File: src/rtl/traffic_seq.sv
// Phase sequencer for a two-road traffic light: times each phase with a counter
// and steps idle -> r2 green -> r2 yellow -> r1 green -> r1 yellow -> r2 green ...
module traffic_seq #(
  parameter int SIZE       = 3,   // phase code width; the encoding below needs 3
  parameter int GREEN_CYC  = 30,
  parameter int YELLOW_CYC = 5,
  parameter int CNT_W      = 8
) (
  input  logic             clk,
  input  logic             rst_n,
  input  logic             start,
  input  logic             stop,
  input  logic             hold,
  input  logic             rstc,
  input  logic             select,
  output logic [SIZE-1:0]  Q,
  output logic [CNT_W-1:0] count,
  output logic             phase_end
);

  typedef enum logic [2:0] {
    IDLE      = 3'b000,
    R2_GREEN  = 3'b001,
    R2_YELLOW = 3'b010,
    R1_GREEN  = 3'b011,
    R1_YELLOW = 3'b100
  } phase_t;

  localparam logic [CNT_W-1:0] GREEN_T  = CNT_W'(GREEN_CYC - 1);
  localparam logic [CNT_W-1:0] YELLOW_T = CNT_W'(YELLOW_CYC - 1);

  logic [SIZE-1:0]  q_nxt;
  logic [CNT_W-1:0] cnt_nxt;
  logic [CNT_W-1:0] term;
  logic             legal;
  logic             at_term;

  // NOTE: sequential state uses non-blocking assignments so every flop samples
  // pre-edge values, independent of process ordering.
  always_ff @(posedge clk or negedge rst_n) begin
    if (!rst_n) begin
      Q     <= IDLE;
      count <= '0;
    end else begin
      Q     <= q_nxt;
      count <= cnt_nxt;
    end
  end

  always_comb begin
    // NOTE: every output of this block gets a default first, so no path can
    // leave a value unassigned and infer a latch.
    q_nxt     = Q;
    cnt_nxt   = count;
    term      = select ? YELLOW_T : GREEN_T;
    legal     = (Q <= SIZE'(R1_YELLOW));
    at_term   = (count == term);
    phase_end = !rstc && !hold && !stop && at_term && legal;

    if (!legal || stop) begin
      q_nxt   = IDLE;
      cnt_nxt = '0;
    end else if (!hold) begin
      if (rstc) begin
        cnt_nxt = '0;
        if (start) q_nxt = R2_GREEN;
      end else if (at_term) begin
        cnt_nxt = '0;
        // Yellow of road1 wraps straight back to road2 green, never via idle.
        case (Q)
          R2_GREEN:  q_nxt = R2_YELLOW;
          R2_YELLOW: q_nxt = R1_GREEN;
          R1_GREEN:  q_nxt = R1_YELLOW;
          R1_YELLOW: q_nxt = R2_GREEN;
          default:   q_nxt = IDLE;
        endcase
      end else begin
        cnt_nxt = count + CNT_W'(1);
      end
    end
  end

endmodule

File: config.mk
export PLATFORM = sky130hd
export DESIGN_NAME = traffic_seq
export DESIGN_NICKNAME = d
export VERILOG_FILES = /design/src/rtl/traffic_seq.sv
export SDC_FILE = /design/constraint.sdc
export NUM_CORES = 1
export LEC_CHECK = 0
export ABC_AREA = 0
export CAP_MARGIN = 5
export CORE_MARGIN = 5
export CORE_UTILIZATION = 42
export CTS_CLUSTER_SIZE = 16
export DETAILED_ROUTE_END_ITERATION = 7
export MAX_ROUTING_LAYER = met4
export PLACE_DENSITY = 0.84
export SYNTH_ARGS = -nofsm -noshare
export SYNTH_HDL_FRONTEND = slang
export SYNTH_SLANG_ARGS = --single-unit
File: constraint.sdc
create_clock -name clk -period 1.6 [get_ports clk]
set_input_delay 0.32 -clock clk [delete_from_list [all_inputs] [get_ports clk]]
set_output_delay 0.32 -clock clk [all_outputs]
set_load 0.01 [all_outputs]
# Word level (Yosys, flattened, before mapping)
# Index checks and enable logic that the tools add are counted.
[totals]
reg_bits = 11
wordCells = 33
[classes]
reduce_logical = 11
muxes = 11
magnitude_cmp = 1
eq_ne = 7
add_sub_neg = 1
[ops]
columns = ["cell", "count"]
rows = [
  ["8-bit 2-to-1 mux", 4],
  ["3-bit 2-to-1 mux", 5],
  ["3-bit case mux with 4 select lines", 1],
  ["8-bit by 1-bit adder with 8-bit output (second input constant)", 1],
  ["8-bit by 5-bit == test with 1-bit output", 1],
  ["3-bit by 2-bit == test with 1-bit output (second input constant)", 2],
  ["5-bit 2-to-1 mux", 1],
  ["1-bit logical AND", 4],
  ["1-bit zero test", 4],
  ["3-bit by 1-bit == test with 1-bit output (second input constant)", 1],
  ["3-bit == test (second input constant)", 1],
  ["3-bit less-or-equal comparator (second input constant)", 1],
  ["3-bit by 2-bit inequality test with 1-bit output (second input constant)", 1],
  ["3-bit AND reduction", 1],
  ["3-bit nonzero test", 1],
  ["2-bit by 1-bit inequality test with 1-bit output (second input constant)", 1],
  ["1-bit logical OR", 1],
]

# Depth between registers and ports, before layout
# Gate-level depths: netlist of the first run.
[depth]
depth_word = 6
ltp_mapped = 5
depth_no_buf = 5

# Least setup slack after synthesis of the first run
# OpenSTA, ideal clock, no wires.
[synth_path]
path_type = "reg2out"
from = "register count[4]"
to = "output phase_end"
stages_incl_launch_ff = 4
path_buffers = 0
setup_slack_ps = -171
arrival_time_ps = 1451
path_cell_list = "dfrtp_1 nor4b_2 o211ai_1 nor4_1"
[synth_between]
elab_chain_cells = 3
[synth_rtl]
columns = ["item", "line_no", "rtl"]
rows = [
  ["start, declared", "17", "output logic [CNT_W-1:0] count,"],
  ["start signal, assigned", "46", "count <= cnt_nxt;"],
  ["8-bit by 5-bit == test with 1-bit output", "57", "at_term = (count == term);"],
  ["1-bit logical AND (2 in series)", "58", "phase_end = !rstc && !hold && !stop && at_term && legal;"],
  ["end, declared", "18", "output logic phase_end"],
]
# No other way between the ends.

# Worst setup path after layout of the first run
[layout_path]
from = "register count[0]"
to = "output phase_end"
# Same word-level chain as after synthesis.

==> impl_metrics.env, run 1 <==
export IMPL_postSynth_asyncResetShare_pct=100
export IMPL_synth_adder_area_share_pct=1.75
export IMPL_yosys_register_bits=11
export IMPL_ys_warnings_count=0
export IMPL_final_max_slew_violation_count=0
export IMPL_ctsLongestPathBuffers=2
export IMPL_largest_family_of_logic_cells_by_synthesized_area="simple AND/OR/NAND/NOR gates"
export IMPL_finalSetupViolCount=8
export IMPL_drt_pass1_iterations=4
export IMPL_finalNetCount=139
export IMPL_ys_types=37
export IMPL_drc=0
export IMPL_multi_input_combinational_cell_area_um2=495
export IMPL_finalHoldViolations=0
export IMPL_run_status="complete, but fails checks"
export IMPL_synth_fp_nets=84
export IMPL_vias=860
export IMPL_worst_case_vdd_ir_drop_mv=0.521
export IMPL_hold_path_class="input pin to asynchronous set/reset pin"
export IMPL_yosys_area_share_simple_pct=28.8
export IMPL_core_area_um2=1670
export IMPL_synth_top_cell_area_share_pct=38.4
export IMPL_port_buffers=18
export IMPL_worst_slack_setup_final_ns=-0.272
export IMPL_via_count_of_the_first_global_routing_pass=866
export IMPL_failed_checks="setup timing"
export IMPL_syn_inst=76
export IMPL_synth_yosys_seq_area_share_pct=38.4
export IMPL_root_buf_cell="clkbuf_4"
export IMPL_crit_share_post_route_pct=117
export IMPL_ff_latch_area_um2=277
export IMPL_final_instance_count_excl_fill=147
export IMPL_edff_count_synth=0
export IMPL_power_density_cell_area_nw_per_um2=466
export IMPL_initial_core_util_pct=42.9
export IMPL_post_route_cells_drive_above_1_share_pct=43.1
export IMPL_worst_clock_skew_ns=0.000456
export IMPL_routabilityCongestion=0.831
export IMPL_critPathLaunchType="flop"
export IMPL_areaGrowthSynthToFinish_pct=75.7
export IMPL_count_of_inserted_antenna_diode_cells=0
export IMPL_critical_path_peak_fanout=4
export IMPL_routedWlPerCell_um=15.6
export IMPL_grt_start_max_net_pins=12
export IMPL_worstMarginPinSlew_ns=0.493
export IMPL_num_rows=15
export IMPL_cap_violations=0
export IMPL_placedCellCount=139
export IMPL_ff2ff_path_depth=5
export IMPL_placed_area_um2=1140
export IMPL_clock_latency_late_sink_ns=0.27
export IMPL_cts_clk_slew_worst_paths_ns=0.07
export IMPL_endpoint_kind="output port"
export IMPL_synthFlopType="dfrtp_1"
export IMPL_drt_total_wl_um=2300
export IMPL_critical_path_reg2reg_startpoint="count[0]$_DFFE_PN0P_"
export IMPL_top_level_ports=19
export IMPL_synth_area_mux_share_pct=2.97
export IMPL_yosys_area_top_type="dfrtp_1"
export IMPL_filler_cell_count=118
export IMPL_p_total_w=0.000587
export IMPL_cts_hold_buffers_added=0
export IMPL_layout_cells_most_common_list="buf_4 (30), dfrtp_1 (10), dlygate4sd2_1 (10)"
export IMPL_detail_route_antenna_nets=0
export IMPL_layout_cells_most_common="buf_4"
export IMPL_fp_dieW_um=51.3
export IMPL_grt_antenna_before_repair=0
export IMPL_global_route_overflow_total=0
export IMPL_max_clock_freq_mhz=534
export IMPL_final_design_area_no_fill_um2=1260
export IMPL_clock_tree_from_tritoncts="done"
export IMPL_grt_pass1_wl_um=3680
export IMPL_slew_headroom_pct=67.0
export IMPL_average_instance_area_after_synthesis_um2=9.43
export IMPL_timing_reg2reg_setup_slack_ns=-0.11
export IMPL_cts_htree_levels=1
export IMPL_cts_sinks=11
export IMPL_final_min_clock_period_ns=1.87
export IMPL_dp_worst_setup_slack_ns=-0.794
export IMPL_synth_xor_area_share_pct=1.22
export IMPL_tritoncts_num_buffers=3
export IMPL_worst_endpoint_required_ns=1.28
export IMPL_area_fraction_in_compound_gates_after_synthesis_pct=24.1
export IMPL_drt_iter0_drc=21
export IMPL_grt_setup_unrepaired="yes"
export IMPL_synth_cell_area_um2=717
export IMPL_timing_setup_critical_path_class="flop to output port"
export IMPL_power_static_leakage_nw=0.612
export IMPL_cp_data_arrival_time_ns=1.55
export IMPL_groute_usage_overall_pct=19.4
export IMPL_final_core_utilization_pct=75.4
export IMPL_worstReg2RegEnd="Q[2]$_DFFE_PN0P_"
export IMPL_routed_vias_inst=5.85
export IMPL_synth_area_leaders="dfrtp_1 (38%), nor2_1 (3.7%), o31ai_1 (3.1%)"
export IMPL_dieHeight_um=51.3
export IMPL_design_die_area_um2=2630
export IMPL_hpwl_um=1720
registers in the layout (all words and copies together) (netlist names):
signal / flops
count: 8
Q: 3
per-stage QoR:
step | setup TNS (ns) | hold WS [ns]
floorplan | -0.0687 | 0.0244
global placement | -3.52 | 0.621
detailed placement | -4.32 | 0.637
CTS | -0.445 | 0.392
global route | -1.36 | 0.407
finish | -0.593 | 0.379
worst max-delay path, stage by stage, from the launching register on:
cell and delay [ns]:
dfrtp_1 0.43, nor4b_4 0.32, o211ai_1 0.20, nor4_2 0.17, buf_2 0.17
routing by layer:
| layer | share of wire, % | track usage, % |
|---|---|---|
| met5 | 0 | - |
| met4 | 0.96 | 6.55 |
| met3 | 4.4 | 3.79 |
| met2 | 54 | 36.5 |
| met1 | 40 | 19.9 |
cell families after synthesis:
kind of cell / Yosys count
AO/OA/AOI/OAI: 22
XOR/XNOR: 1
adder cells (fa/ha/maj): 1
buffers and inverters: 5
flip-flops: 11
multiplexers: 2
AND/OR/NAND/NOR: 34
how the worst max path moves through the flow:
stage,start,endpoint,slack (ns),cells past startpoint
after detailed placement,select,phase_end,-0.79,5
after global placement,select,phase_end,-0.71,5
final,count[0]$_DFFE_PN0P_,phase_end,-0.27,4
after CTS,count[0]$_DFFE_PN0P_,phase_end,-0.28,4
after global routing,count[0]$_DFFE_PN0P_,phase_end,-0.37,4
after floorplan,count[3]$_DFFE_PN0P_,phase_end,-0.07,3
synth_stat cells (2+ instances only):
cell        n
dfrtp_1    11
nor2_1      7
nand2_1     5
a21oi_1     4
inv_1       4
nor3_1      4
nand4_1     3
o31ai_1     3
a22oi_1     2
and3_1      2
nor4_1      2
o2111ai_1   2
o21a_1      2
or4_1       2
area by class of cell:
class	count	area share [%]
multi-input combinational	60	39.3
sequential	11	21.9
tap	17	1.69
clock inverter	1	0.397
clock buffer	3	1.79
timing repair buffer	51	33.7
inverter	4	1.19
power by group:
part / switching (W) / leakage [nW] / internal (W)
clock: 0.0000973 / 0.0177 / 0.0000925
combinational: 0.0000518 / 0.443 / 0.0000616
sequential: 0.00000291 / 0.151 / 0.000281
what timing repair did:
item | in CTS | in global routing
setup endpoints to repair | 19 | 14
hold endpoints to repair | 0 | 0
cloned | 0 | 0
pin swaps | 8 | 5
setup buffers | 3 | 2
resized for setup | 21 | 12
(Power assumes the default switching activity.)
==> run 2, diff against run 1 <==
--- a/config.mk
+++ b/config.mk
@@ -6,7 +6,6 @@
 export NUM_CORES = 1
 export LEC_CHECK = 0
 export ABC_AREA = 0
-export CAP_MARGIN = 5
 export CORE_MARGIN = 5
 export CORE_UTILIZATION = 42
 export CTS_CLUSTER_SIZE = 16
==> results of run 2 <==
Same layout as run 1: the final DEF is identical, and so are final timing and power.
